--- config.mk ---
export PLATFORM = sky130hd
export DESIGN_NAME = pc_fetch
export DESIGN_NICKNAME = d
export VERILOG_FILES = /design/src/rtl/pc_fetch_pkg.sv /design/src/rtl/pc_fetch.sv
export SDC_FILE = /design/constraint.sdc
export NUM_CORES = 1
export LEC_CHECK = 0
export ABC_AREA = 1
export BUFFER_PORTS_ARGS = -buffer_cell sky130_fd_sc_hd__buf_2
export CELL_PAD_IN_SITES_DETAIL_PLACEMENT = 1
export CELL_PAD_IN_SITES_GLOBAL_PLACEMENT = 1
export CORE_UTILIZATION = 33
export DETAILED_ROUTE_END_ITERATION = 8
export GPL_TIMING_DRIVEN = 0
export PLACE_DENSITY_LB_ADDON = 0.1
export SYNTH_ARGS = -nofsm -noshare
export SYNTH_HDL_FRONTEND = slang
export SYNTH_SLANG_ARGS = --single-unit
--- constraint.sdc ---
create_clock -name Clk -period 1.74 [get_ports Clk]
set_clock_uncertainty 0.1 [all_clocks]
set_input_delay 0.174 -clock Clk [delete_from_list [all_inputs] [get_ports Clk]]
set_output_delay 0.174 -clock Clk [all_outputs]
set_load 0.01 [all_outputs]
--- src/rtl/pc_fetch_pkg.sv ---
// Shared types and defaults for the program-counter fetch block.
package pc_fetch_pkg;

   localparam int unsigned PC_W_DEF  = 10;
   localparam int unsigned OFF_W_DEF = 11;
   localparam int unsigned CNT_W     = 16;

   typedef enum logic [1:0] {
      IDLE   = 2'd0,
      RUN    = 2'd1,
      HALTED = 2'd2
   } state_e;

   typedef logic [PC_W_DEF-1:0] pc_t;

   // Saturating increment for the run-cycle counter
   function automatic logic [CNT_W-1:0] sat_inc(input logic [CNT_W-1:0] v);
      return (v == '1) ? v : v + CNT_W'(1);
   endfunction

endpackage

--- src/rtl/pc_fetch.sv ---
// Program-counter sequencer: IDLE/RUN/HALTED with relative branches and a run-cycle counter.
// Optional macro PC_BRANCH_RANGE_CHECK_EN halts on out-of-range branch targets instead of wrapping.
module pc_fetch
   import pc_fetch_pkg::*;
#(
   parameter int unsigned PC_W  = PC_W_DEF,
   parameter int unsigned OFF_W = OFF_W_DEF
) (
   input  logic               Clk,
   input  logic               Reset,
   input  logic               Start,
   input  logic [PC_W-1:0]    StartAddr,
   input  logic               Stall,
   input  logic               Halt,
   input  logic               BranchTaken,
   input  logic [OFF_W-1:0]   TargetOffset,
   output logic [PC_W-1:0]    ProgCounter,
   output logic               Running,
   output logic               Done,
   output logic               BranchErr,
   output logic [CNT_W-1:0]   CycleCount
);

   localparam logic [1:0] S_IDLE   = IDLE;
   localparam logic [1:0] S_RUN    = RUN;
   localparam logic [1:0] S_HALTED = HALTED;

   logic [1:0]       state, state_nxt;
   logic [PC_W-1:0]  pc, pc_nxt;
   logic [CNT_W-1:0] cnt, cnt_nxt;
   logic             running, done;
   logic [PC_W-1:0]  br_pc;

`ifdef PC_BRANCH_RANGE_CHECK_EN
   // Sum kept wide enough that any pc/offset pair is exact, so the range test is reliable
   localparam int unsigned SUM_W = ((OFF_W > PC_W) ? OFF_W : PC_W) + 2;

   logic signed [SUM_W-1:0] br_sum;
   logic                    br_oor;
   logic                    err, err_nxt;

   assign br_sum = $signed({{(SUM_W-PC_W){1'b0}}, pc}) + SUM_W'($signed(TargetOffset));
   assign br_pc  = br_sum[PC_W-1:0];
   assign br_oor = (br_sum[SUM_W-1:PC_W] != '0);
   assign BranchErr = err;
`else
   assign br_pc     = pc + PC_W'($signed(TargetOffset));
   assign BranchErr = 1'b0;
`endif

   // Next-state and datapath update
   always_comb begin
      state_nxt = state;
      pc_nxt    = pc;
      cnt_nxt   = cnt;
`ifdef PC_BRANCH_RANGE_CHECK_EN
      err_nxt   = err;
`endif
      case (state)
         S_IDLE, S_HALTED: begin
            if (Start) begin
               state_nxt = S_RUN;
               pc_nxt    = StartAddr;
               cnt_nxt   = '0;
`ifdef PC_BRANCH_RANGE_CHECK_EN
               err_nxt   = 1'b0;
`endif
            end
         end
         S_RUN: begin
            cnt_nxt = sat_inc(cnt);
            if (Halt) begin
               state_nxt = S_HALTED;
            end else if (!Stall) begin
               if (BranchTaken) begin
`ifdef PC_BRANCH_RANGE_CHECK_EN
                  if (br_oor) begin
                     err_nxt   = 1'b1;
                     state_nxt = S_HALTED;
                  end else begin
                     pc_nxt = br_pc;
                  end
`else
                  pc_nxt = br_pc;
`endif
               end else begin
                  pc_nxt = pc + PC_W'(1);
               end
            end
         end
         default: state_nxt = S_IDLE;
      endcase
   end

   // State register; status flags are decoded from the next state so they stay registered
   always_ff @(posedge Clk) begin
      if (Reset) begin
         state   <= S_IDLE;
         pc      <= '0;
         cnt     <= '0;
         running <= 1'b0;
         done    <= 1'b0;
`ifdef PC_BRANCH_RANGE_CHECK_EN
         err     <= 1'b0;
`endif
      end else begin
         state   <= state_nxt;
         pc      <= pc_nxt;
         cnt     <= cnt_nxt;
         running <= (state_nxt == S_RUN);
         done    <= (state_nxt == S_HALTED);
`ifdef PC_BRANCH_RANGE_CHECK_EN
         err     <= err_nxt;
`endif
      end
   end

   assign ProgCounter = pc;
   assign CycleCount  = cnt;
   assign Running     = running;
   assign Done        = done;

endmodule

# ---- Word level (Yosys, flattened, before mapping)
# Cells that the tools add are included.
dict set report totals {
  ff_bits 30
  in_bits 27
  output_inout_bits 29
  elab_cells 33
}
dict set report classes {
  add_sub_neg 3
  n_eq_ne 9
  mux 11
  n_reduce_logical 5
}
# op count
set op_table {}
lappend op_table {{$mux 10} 4}
lappend op_table {{$mux 16} 2}
lappend op_table {{$pmux 16 s2} 1}
lappend op_table {{$pmux 10 s2} 1}
lappend op_table {{$add 16x1->16 const B} 1}
lappend op_table {{$eq 16x16->1 const B} 1}
lappend op_table {{$add 10x1->10 const B} 1}
lappend op_table {{$add 10x10->10} 1}
lappend op_table {{$ne 2x2->1 const B} 4}
lappend op_table {{$eq 2x1->1 const B} 2}
lappend op_table {{$eq 2x2->1 const B} 2}
lappend op_table {{$mux 2} 2}
lappend op_table {{$pmux 2 s2} 1}
lappend op_table {{$reduce_and 4->1} 1}
lappend op_table {{$reduce_and 3->1} 1}
lappend op_table {{$logic_not 2->1} 1}
lappend op_table {{$reduce_bool 2->1} 1}
lappend op_table {{$reduce_or 2->1} 1}

# ---- Logic depth before layout (Yosys ltp)
# Gate-level depths: netlist of the first run.
dict set report logic_depth {
  depth_word 5
  depth_mapped 14
  mapped_depth_nobuf 13
}

# ---- Least setup slack after synthesis of the first run
# OpenSTA, ideal clock, no wires.
dict set report synth_timing {
  path_type {in2reg}
  startpoint {in BranchTaken}
  endpoint {reg pc[8], in the netlist ProgCounter[8]}
  setup_time_ns 0.133
  t_arrival_ns 1.653
  required_ns 1.507
  slack_ns -0.146
  path_stages 12
  n_path_buf 1
  cell_sequence {clkbuf_1 > nand2_1 > ha_1 > fa_1 > nand3_1 > nand3_1 > nand2_1 > nand2_1 > nand2_1 > nand3_1 > nand2_1 > a21oi_2}
}
dict set report synth_via {
  elab_chain_len 4
}
# element line_no
set synth_rtl {}
lappend synth_rtl {{from (decl)} pc_fetch.sv:15} ;# input logic BranchTaken,
lappend synth_rtl {{$mux 10} pc_fetch.sv:75} ;# if (BranchTaken) begin
lappend synth_rtl {{$mux 10} pc_fetch.sv:74} ;# end else if (!Stall) begin
lappend synth_rtl {{$mux 10} pc_fetch.sv:72} ;# if (Halt) begin
lappend synth_rtl {{$pmux 10 s2} pc_fetch.sv:59} ;# case (state)
lappend synth_rtl {{to (signal assigned)} pc_fetch.sv:108} ;# pc <= pc_nxt;
lappend synth_rtl {{to (decl)} pc_fetch.sv:29} ;# logic [PC_W-1:0] pc, pc_nxt;
# No other way between the ends. The select of a mux whose other input is x is not followed.
# A chain may end at the register's enable or synchronous reset.

# ---- Worst setup path in the final report of the first run
dict set report layout_timing {
  startpoint {reg cnt[0], in the netlist CycleCount[0]}
  endpoint {reg cnt[10], in the netlist CycleCount[10]}
}
dict set report layout_via {
  elab_chain_len 3
  word_cells_on_any_way 6
  cone_classes {1 x add/sub; 2 x eq/ne; 2 x mux; 1 x reduce/logical}
}
# element line_no
set layout_rtl {}
lappend layout_rtl {{from (decl)} pc_fetch.sv:30} ;# logic [CNT_W-1:0] cnt, cnt_nxt;
lappend layout_rtl {{from (signal assigned)} pc_fetch.sv:109} ;# cnt <= cnt_nxt;
lappend layout_rtl {{$add 16x1->16 or $eq 16x16->1 (tied branches)} pc_fetch_pkg.sv:18} ;# return (v == '1) ? v : v + CNT_W'(1);
lappend layout_rtl {{$mux 16 or $ne 2x2->1 (tied branches)} n/a}
lappend layout_rtl {{$pmux 16 s2 or $reduce_and 3->1 (tied branches)} n/a}
# Several ways; a longest one is shown, not always the timed one. The select of a mux whose other input is x is not followed.

==> flow_results.org, run 1 <==
** Logic synthesis
- Synthesis inferred 30 register bits.
- Synthesis produced a netlist whose cell count is 334.
- Area of the mapped netlist :: 0.00213 mm^2
- Total of warnings raised by yosys :: 0
- Sequential-to-total area share from yosys stat :: 28.2%
- Post-synthesis average cell area :: 6.37 um^2
- Post-synthesis cell type count :: 34
- The number of nets in the synthesized netlist is 372.

** STA
- Setup violations remaining at the end of the flow were counted as 0.
- In this run the tightest slew margin relative to its limit is 54.5%.
- The worst path needs 1.67 ns of the cycle, external delays included.
- The final count of pins violating max slew came to 0.
- Measured slew at the worst slew-check pin :: 0.682 ns
- Period Utilization, post-route :: 95.7%
- Static timing analysis puts the maximum clock frequency at 0.601 GHz.
- RSZ-0062 raised after global routing :: yes
- The number of failing hold endpoints at the final stage came to 0.

** Setup path
- By startpoint and endpoint, the worst setup path is classified as flip-flop to flip-flop.
- STA puts the critical path data required time at 1.80 ns.
- The worst setup path is captured at a flip-flop.
- Critical path arrival :: 1.72 ns
- The worst setup path is launched from a flip-flop.
- Of all nets on the critical path, the largest fanout is 5.

** Status
- The run finished with clean final reports.

** Run
- Across the run, the number of max-cap violations was 0.

** Drt
- Number of remaining DRC errors :: 0
- Once detail routing completed, the nets flagged for antenna violations numbered 0.
- Number of detailed-route iterations in the first pass :: 4
- The routed layout has 2,481 vias.
- Vias per Instance :: 5.14
- Avg WL per Cell :: 14.5 um
- Wirelength, routed :: 6990 um
- Initial DRC count :: 72

** Placement
- Port buffer count :: 53
- Routability-driven placement finished with a final weighted congestion of 0.819.
- Detailed placement ended at an HPWL of 4980 um.
- Cell count after placement :: 462

** Cells and area
- Final std cells w/o fill :: 483
- Commonest non-fill, non-tap cell in the layout :: nand2_1
- In the final layout, flip-flops and latches occupy 631 um^2.
- Number of nets at the end of the flow :: 445
- In the layout the commonest cells are 83 x nand2_1, 55 x buf_2, 39 x nor2_1.
- Fill cells :: 819
- Share of post-route cells with drive strength above 1 :: 37.0%
- Summing all multi-input logic gate instances after layout gives 0.00150 mm^2.
- Final core occ :: 48.2%
- 0 antenna diodes ended up in the layout.
- P&R area growth vs syn :: 37.5%

** Die
- Once the floorplan was initialized, standard cells occupied 35.1% of the core.
- Ports placed on the boundary :: 56
- The die is 82.3 um wide.
- Die height :: 82.3 um
- In this run the standard cell core region covers 0.00606 mm^2.
- Row generation in the floorplan step produced 28 rows.
- Die Footprint :: 0.00677 mm^2

** Global route
- Pin count of the biggest net entering global routing :: 12
- The first global-routing pass estimated 11,000 um of wire.
- Grt ovf :: 0
- Global routing consumed, over all layers together, 21.8% of the routing resources.
- The initial antenna violation count was 0.
- Number of global-route vias before repair :: 2,405

** CTS
- The clock passes through at most 2 buffers.
- Clock latency reported for the late side of the worst-skew pair :: 0.29 ns
- The number of clock buffers added by TritonCTS is 5.
- Clock-pin slew was measured on the worst setup and hold paths at 0.07 ns.
- Clock tree from TritonCTS :: built
- CTS placed an instance of clkbuf_8 at the clock tree root.
- The clock net in this run drives a total of 30 sinks.
- The clock tree synthesis step divided the H-tree into 2 levels.

** Pwr
- For this design the static power due to leakage is 1.43 nW.
- Power spread over the standard cell area amounts to 712 mW/mm^2.
- Total power for the finished layout comes to 0.00208 W.
- The worst-case IR drop observed on VDD is 0.000300 V.

** Min path
- The path class of the tightest hold or removal check is input port to flip-flop.
## flip-flops by register name (all words and copies together), names as in the netlist
| register | count |
|---|---|
| CycleCount | 16 |
| ProgCounter | 10 |
| state | 2 |
| Done | 1 |
| Running | 1 |
## kinds of logic (layout without fill, tap and decap cells)
logic type      Yosys count  count (layout)  share of synthesized area [%]
other cells               1               1                          0.176
fa+ha+maj                11              11                           6.82
xor+xnor                  2               2                          0.824
flops                    30              30                           28.2
simple gates            193             193                           40.9
buf+inv                  46             120                           9.24
compound gates           51              51                           13.8
## routing by layer
| layer | GRT usage (%) | share of wire, % |
|---|---|---|
| met3 | 3.41 | 3.0 |
| met1 | 23.9 | 42 |
| met2 | 42.1 | 54 |
| met5 | 0 | 0 |
| met4 | 7.19 | 1.5 |
## worst max-delay path, cell delays in order, from the launching register on
cell and delay (ns):
dfxtp_4 0.36, ha_4 0.17, nand2_4 0.07, nor3_4 0.04, buf_4 0.13, buf_4 0.14, nand2_1 0.07, inv_1 0.05
or2_2 0.28, nand3_2 0.07, a21oi_2 0.05
## synth_stat cells (all sizes together)
library cell	n	area share (%)
nand2	92	17
nor2	47	9.5
inv	38	6.7
a21oi	32	8.8
nand3	32	7.5
dfxtp	30	28
o21ai	13	3.1
ha	10	5.9
nand4	10	3.2
or2	7	2.1
buf	6	2.2
nor3	4	1.5
a31oi	3	0.88
a211oi	2	0.71
clkbuf	2	0.35
conb	1	0.18
fa	1	0.94
nor3b	1	0.35
o21a	1	0.35
xnor2	1	0.41
xor2	1	0.41
## worst paths after layout
path	startpoint	end	slack (ns)	depth (start not counted)
worst max-delay path	CycleCount[0]	CycleCount[10]	0.07	10
worst min-delay path	StartAddr[2]	ProgCounter[2]	0.04	3
worst max register to register	CycleCount[0]	CycleCount[10]	0.07	10
worst min register to register	CycleCount[12]	CycleCount[12]	0.40	2
## area by class of cell
cell class / count / share of cell area, %
Multi-Input combinational cell: 258 / 51.3
Sequential cell: 30 / 21.6
Timing Repair Buffer: 67 / 13.6
Inverter: 38 / 4.88
Tap cell: 75 / 3.21
Clock buffer: 7 / 2.61
Buffer: 7 / 1.75
Clock inverter: 1 / 1.03
## what timing repair did
action                                  CTS  global route
gates cloned                              1             0
endpoints found under the hold margin     2             0
hold buffers                              1             0
pin swaps                                11             8
resized for setup                        23            38
endpoints found under the setup margin   20            23
buffers inserted                         10             3
## report_power, final
group	leakage (nW)	switching, W	internal (W)
sequential	0.254	0.0000438	0.000727
combinational	1.13	0.000332	0.000251
clock	0.0524	0.000299	0.000429
## metrics by stage
| stage | instance area, um^2 | hold WS (ns) | worst slack, ns | TNS [ns] |
|---|---|---|---|---|
| after floorplan | 2130 | 0.173 | 0.0239 | 0 |
| after global placement | 2490 | 0.291 | -0.389 | -4.41 |
| after detailed placement | 2490 | 0.300 | -0.411 | -4.90 |
| after CTS | 2760 | 0.0330 | 0.00203 | 0 |
| after global routing | 2920 | 0.0533 | -0.0164 | -0.0314 |
| final | 2920 | 0.0370 | 0.0750 | 0 |
Note: power is estimated with default switching activity, not from simulation.
==> run 2, diff against run 1 <==
Settings changed: CELL_PAD_IN_SITES_DETAIL_PLACEMENT 1 to default, CELL_PAD_IN_SITES_GLOBAL_PLACEMENT 1 to default, CORE_UTILIZATION 33 to 35.
==> flow_results.org, run 2 (same netlist as run 1, synthesis figures left out) <==
** Drt
- The average wire length per cell after detail routing is 11.8 um (-18%).
- Initial DRC count :: 94 (+31%)
- Vias per Instance :: 4.79 (-6.7%)
- The DRC violations left came to 0 (unchanged).
- Number of detailed-route iterations in the first pass :: 5 (+1)
- Overall via count from detail_route :: 2,314 (-6.7%)
- Antenna Nets Post-Route :: 0 (unchanged)
- Wirelength, routed :: 5720 um (-18%)

** Pwr
- Part of the power in combinational logic :: 28.0% (about the same)
- Share of total power in the clock network :: 31.8% (-3.1 points)
- The register share of total power came to 40.2% (+3.2 points).
- Power per standard cell area :: 672 mW/mm^2 (-5.7%)
- Total power consumption of the routed design :: 0.00192 W (-8.0%)
- The net switching component of the power is 0.000638 W (-5.6%).
- The maximum ir drop on the vdd rail is 0.000273 V (-9.1%).
- The static leakage power was 1.38 nW (-3.5%).
- Sw frac :: 33.3% (+0.85 points)
- The internal power is 0.00128 W (-9.1%).

** Global route
- Antenna violations before repair :: 0 (unchanged)
- The overall fraction of global-route tracks in use is 18.6% (-3.3 points).
- The via count of the first global-routing pass was 1,940 (-19%).
- Pin count of the biggest net entering global routing :: 11 (-1)
- Global-route wire length before repair :: 9130 um (-17%)
- The total grt overflow was 0 (unchanged).

** Setup path
- Worst EP required :: 1.78 ns (-0.02 ns)
- The buffer and inverter count on the worst path came to 1 (-2).
- Worst reg2reg path startpoint :: ProgCounter[0]
- Reg2reg end :: ProgCounter[6]
- Family of cells with the greatest summed delay on the critical path :: adder cells
- Critical path arrival :: 1.72 ns (about the same)
- Type of the worst setup path :: flip-flop to flip-flop
- Standard cell with the maximum stage delay on the critical path :: dfxtp_4
- Startpoint type of the worst setup path :: flip-flop
- The setup slack of the worst register-to-register path came to 0.05 ns (-0.02 ns).
- Walking the worst path, the cells encountered are ha_4 > fa_2 > buf_6 > nand4_1 > nand3_1 > nand2_1 > nand3_1 > nand2_1 > a21oi_2.
- Largest fanout of any net on the critical path :: 3 (-2)
- Reg2reg path depth :: 9 (-1)
- The worst setup path is captured at a flip-flop.
- Crit path largest cell delay :: 0.36 ns (about the same)

** CTS
- The number of buffers between clock root and the deepest sink was 2 (unchanged).
- The H-tree depth reported by CTS is 2 (unchanged).
- TritonCTS built the clock tree.
- The tree is rooted in a clkbuf_8.
- Clock edge transition at the registers on the reported setup and hold paths :: 0.07 ns (about the same)
- The total clock buffers created by CTS was 5 (unchanged).
- Total number of clock tree sinks :: 30 (unchanged)
- Clock latency reported for the late side of the worst-skew pair :: 0.29 ns (about the same)

** Cells and area
- The final instance count without filler cells is 483 (unchanged).
- Top library cells by usage in the layout, fill and taps aside :: 85 x nand2_1, 55 x buf_2, 38 x nor2_1
- The library cell used most frequently in the layout, excluding fill and tap cells, is nand2_1.
- The number of nets in the layout was 445 (unchanged).
- Layout Cell Area excl Fill :: 0.00285 mm^2 (-2.4%)
- Relative to the synthesized area, the layout overhead comes to 34.1%.
- Antenna diode count :: 0 (unchanged)
- Number of flip-flops in the largest register :: 16 (unchanged)
- The fraction of layout cells with a size suffix above 1 is 33.6% (-3.4 points).

** Die
- The width of the die was 80.0 um (-2.8%).
- FP Rows :: 28 (unchanged)
- Die Footprint :: 0.00639 mm^2 (-5.6%)
- CORE AREA :: 0.00589 mm^2 (-2.9%)
- Ports placed on the boundary :: 56 (unchanged)
- Die height :: 80.0 um (-2.8%)
- The initial core utilization came to 36.1% (+1.0 points).

** STA
- Final critical path time including I/O delays and setup :: 1.69 ns (+0.0205 ns)
- The relative slew slack came to 53.9% (-0.63 points).
- Number of pins exceeding their max-slew limit in the final report :: 0 (unchanged)
- Worst Hold Slack :: 0.0424 ns (+0.00540 ns)
- Final Hold Vio Count :: 0 (unchanged)
- Final count of negative-setup-slack endpoints :: 0 (unchanged)
- RSZ-0062 raised after global routing :: yes
- Peak Freq :: 0.593 GHz (-1.2%)
- Measured slew at the worst slew-check pin :: 0.692 ns (+0.00941 ns)
- Period Utilization, post-route :: 96.9% (+1.2 points)

** Placement
- Port buffer count :: 53 (unchanged)
- The half-perimeter wire length after detailed placement was 4220 um (-15%).
- The standard cell area after detailed placement was 0.00249 mm^2 (unchanged).
- RD Place Congestion :: 0.828 (+1.1%)
- The number of placed cells counting well taps is 462 (unchanged).

** Status
- Status :: finished clean

** Min path
- For hold timing, the worst endpoint is ProgCounter[0].
- Hold path startpoint :: StartAddr[0]
- Hold crit path type :: input port to flip-flop
- The instance count along the most critical hold path is 3 (unchanged).

** Run
- The max-cap check violation count was 0 (unchanged).
[run 2: changes by cell type in the layout (fill, tap and decap cells not counted), moves of 2 or more]
| cell | previous run | this run |
|---|---|---|
| nand2_4 | 4 | 1 |
| clkbuf_1 | 2 | 0 |
| dfxtp_1 | 12 | 24 |
| ha_2 | 2 | 0 |
| dfxtp_2 | 15 | 3 |
| nor2_2 | 5 | 7 |
| ha_1 | 2 | 4 |
| nand2_1 | 83 | 85 |
[run 2: worst max-delay path by stage]
stage | startpoint | endpoint | slack (ns) | depth (start not counted)
2_1_floorplan | BranchTaken | ProgCounter[8] | 0.02 | 12
3_3_place_gp | BranchTaken | ProgCounter[8] | -0.35 | 13
3_5_place_dp | BranchTaken | ProgCounter[8] | -0.35 | 13
4_1_cts | ProgCounter[0] | ProgCounter[6] | 0.002 | 9
5_1_grt | ProgCounter[0] | ProgCounter[6] | -0.05 | 9
6_report | ProgCounter[0] | ProgCounter[6] | 0.05 | 9
[run 2: tightest hold or removal path, stage by stage]
cell and delay [ns]:
buf_2 0.09, nand2_1 0.05, a31oi_1 0.07
[run 2: what timing repair did]
| item | CTS | global route |
|---|---|---|
| hold endpoints to repair | 2 | 0 |
| hold buffers | 1 | 0 |
| pin swaps | 6 | 14 |
| gates resized for setup | 11 | 30 |
| endpoints found under the setup margin | 18 | 25 |
| setup buffers | 9 | 4 |
[run 2: per-stage QoR]
step	TNS (ns)	worst slack, ns	util [%]
3_5_place_dp	-3.79	-0.348	42.3
4_1_cts	0	0.00192	45.8
6_report	0	0.0545	48.5
3_3_place_gp	-3.35	-0.349	42.3
5_1_grt	-0.0932	-0.0537	48.5
2_1_floorplan	0	0.0239	-
[run 2: final cells by class]
class                   count  area [um^2]
clock inverters             2         12.5
well taps                  75         93.8
clock buffers               6         82.6
flip-flops and latches     30          616
inverters                  38          143
fillers                   644         3030
repair buffers             67          387
plain buffers               7         51.3
multi-input cells         258         1470
[run 2: power groups by stage]
| stage | logic (W) | registers, W | clock network (W) |
|---|---|---|---|
| after detailed placement | 0.000454 | 0.000778 | 0 |
| after floorplan | 0.000297 | 0.000789 | 0 |
| after CTS | 0.000485 | 0.000760 | 0.000637 |
| final | 0.000537 | 0.000770 | 0.000609 |
| after global placement | 0.000451 | 0.000778 | 0 |
| after global routing | 0.000605 | 0.000775 | 0.000673 |
[run 2: layer usage]
layer  up-vias  global-route usage, %  routed length, um
li1       1228                      -                  -
met1      1037                   24.0               2700
met2        45                   30.7               2710
met3         4                   4.11                264
met4         0                   5.36                 48
met5         -                      0                  0
==> run 3, diff against run 2 <==
Clock period 1.74 ns to 1.3 ns, I/O delays scaled along.
==> flow_results.org, run 3 (same netlist as run 1, synthesis figures left out) <==
** Setup path
- Startpoint type of the worst setup path :: flip-flop
- Flop-to-flop setup slack :: -0.37 ns (-0.43 ns)
- The slowest stage of the critical path is the dfxtp_4 cell.
- The worst register-to-register path begins at CycleCount[0].
- Reg2reg path depth :: 9 (unchanged)
- The required arrival time at the worst endpoint was 1.38 ns (-0.40 ns).
- In this run the worst setup path terminates at CycleCount[3].
- Tracing the worst setup path back leads to its startpoint at CycleCount[0].
- Critical path arrival :: 1.75 ns (+0.03 ns)
- The setup path with the least slack is of type flip-flop to flip-flop.
- The maximum fanout along the worst path came to 5 (+2).
- The endpoint identified for the worst register-to-register timing path is CycleCount[3].
- The worst setup path is captured at a flip-flop.
- Walking the worst path, the cells encountered are ha_4 > nand2_4 > nor3_4 > nand4_2 > nand2_4 > buf_6 > nor2_1 > o21ai_1 > nor2_1.
- Crit path largest cell delay :: 0.38 ns (+0.02 ns)

** STA
- Measured slew at the worst slew-check pin :: 0.701 ns (+0.00924 ns)
- Worst rel slew slack :: 53.3% (-0.62 points)
- The setup violation total in the final timing report is 26 (+26).
- Setup repair after global routing could not meet its margin everywhere.
- Period Utilization, post-route :: 129% (+32 points)
- The final critical-path setup slack was -0.371 ns (-0.426 ns).
- The setup total negative slack is -7.29 ns (-7.29 ns).
- The number of failing hold endpoints at the final stage is 0 (unchanged).
- The final count of pins violating max slew is 0 (unchanged).
- Peak Freq :: 0.598 GHz (+0.85%)
- The clock period minus final worst setup slack is 1.67 ns (-0.0142 ns).

** Cells and area
- The combined flip-flop and latch cell area came to 632 um^2 (+2.6%).
- Top library cells by usage in the layout, fill and taps aside :: 70 x nand2_1, 54 x buf_2, 35 x nor2_1
- P&R area growth vs syn :: 56.6%
- Share of post-route cells with drive strength above 1 :: 47.3% (+14 points)
- The number of diodes came to 0 (unchanged).
- The number of flip-flops in the largest register came to 16 (unchanged).
- Fill cells :: 610 (-5.3%)
- Commonest non-fill, non-tap cell in the layout :: nand2_1
- The number of nets in the layout came to 466 (+4.7%).
- The utilization after layout is 56.6% (+8.1 points).
- Area occupied by multi-input gates :: 0.00172 mm^2 (+17%)

** Drt
- The routed wire length came to 6440 um (+12%).
- Avg WL per Cell :: 12.8 um (+7.8%)
- Antenna Nets Post-Route :: 0 (unchanged)
- Number of remaining DRC errors :: 0 (unchanged)
- Overall via count from detail_route :: 2,475 (+7.0%)
- The first-pass iteration count of the detailed router came to 4 (-1).
- The starting DRC count in detailed routing came to 95 (+1.1%).
- The routed via count divided by cell count was 4.91 (+2.5%).

** CTS
- Clock tree from TritonCTS :: built
- The source-to-sink clock delay at the later pin of the worst-skew pair came to 0.29 ns (about the same).
- The number of buffers between clock root and the deepest sink came to 2 (unchanged).
- The tree is rooted in a clkbuf_8.
- The CTS clock-pin slew for the worst setup and hold paths was 0.07 ns (about the same).
- Total number of clock tree sinks :: 30 (unchanged)
- TritonCTS Buffers :: 5 (unchanged)
- The H-tree depth reported by CTS is 2 (unchanged).

** Run
- Max-cap violations :: 0 (unchanged)

** Pwr
- Total power consumption of the routed design :: 0.00286 W (+49%)
- The maximum ir drop on the vdd rail is 0.000361 V (+32%).
- The static leakage power was 1.58 nW (+14%).
- Power per standard cell area :: 858 mW/mm^2 (+28%)

** Global route
- Antenna violations before repair :: 0 (unchanged)
- Pin count of the biggest net entering global routing :: 11 (unchanged)
- Number of global-route vias before repair :: 2,266 (+17%)
- Grt ovf :: 0 (unchanged)
- Global-route wire length before repair :: 10,300 um (+13%)
- The overall fraction of global-route tracks in use is 21.2% (+2.7 points).

** Die
- The core area was 0.00589 mm^2 (unchanged).
- The width of the die is 80.0 um (unchanged).
- Ports placed on the boundary :: 56 (unchanged)
- Initial cell density of the core :: 36.1% (unchanged)
- The height of the chip came to 80.0 um (unchanged).
- FP Rows :: 28 (unchanged)
- The area of the die was 0.00639 mm^2 (unchanged).

** Status
- The checks that failed: negative setup slack.
- The flow ran to the end, but the final reports show violations.

** Placement
- The number of buffer cells added on primary ports is 53 (unchanged).
- Detail Placement HPWL :: 4450 um (+5.4%)
- Pre-CTS setup slack :: -0.552 ns (-0.204 ns)
- RD Place Congestion :: 0.895 (+8.1%)

** Min path
- The tightest min-delay check is of the input port to flip-flop type.
-- run 3: cell type report --
type	count	area share [%]
inverters	38	4.58
flip-flops and latches	30	19.0
well taps	75	2.82
plain buffers	8	2.03
clock inverters	1	0.150
repair buffers	87	17.1
multi-input cells	258	51.7
clock buffers	7	2.59
-- run 3: critical path, delay by kind of cell, from the launching register on --
family | cells | cell delay [ns]
compound gates | 1 | 0.13
fa+ha+maj | 1 | 0.15
buf+inv | 1 | 0.13
flops | 1 | 0.38
simple gates | 6 | 0.69
-- run 3: how the worst min path moves through the flow --
| stage | startpoint | to | slack [ns] | cells past startpoint |
|---|---|---|---|---|
| after global placement | Halt | state[0] | 0.24 | 2 |
| after global routing | Halt | state[1] | 0.04 | 3 |
| after detailed placement | Halt | state[0] | 0.24 | 2 |
| final | Halt | state[1] | 0.04 | 3 |
| after floorplan | Halt | state[0] | 0.12 | 1 |
| after CTS | StartAddr[3] | ProgCounter[3] | 0.02 | 3 |
-- run 3: metrics by stage --
step	instances	instance area (um^2)	hold slack, ns
after detailed placement	462	2690	0.243
after global routing	504	3330	0.0419
after floorplan	334	2330	0.119
after global placement	462	2690	0.245
final	504	3330	0.0374
after CTS	496	3150	0.0156
-- run 3: where the power goes --
group          leakage, nW  internal (W)  switching, W  total, W
Sequential           0.253      0.000979     0.0000588   0.00104
Combinational         1.28      0.000473      0.000533   0.00101
Clock               0.0482      0.000427      0.000387  0.000815
Total                 1.58       0.00188      0.000980   0.00286
-- run 3: per-layer routing --
metal | share of wire [%] | up-vias | GRT usage [%]
met1 | 42 | 1144 | 23.4
met2 | 54 | 40 | 40.3
met4 | 1.3 | 0 | 6.07
met5 | 0 | - | 0
li1 | - | 1282 | -
met3 | 2.8 | 9 | 4.46
-- run 3: timing repair --
item,CTS,global route
hold endpoints to repair,5,0
pin swaps,27,19
cloned,1,0
gates resized for setup,47,35
hold buffers,4,0
setup buffers,21,10
setup endpoints to repair,26,26
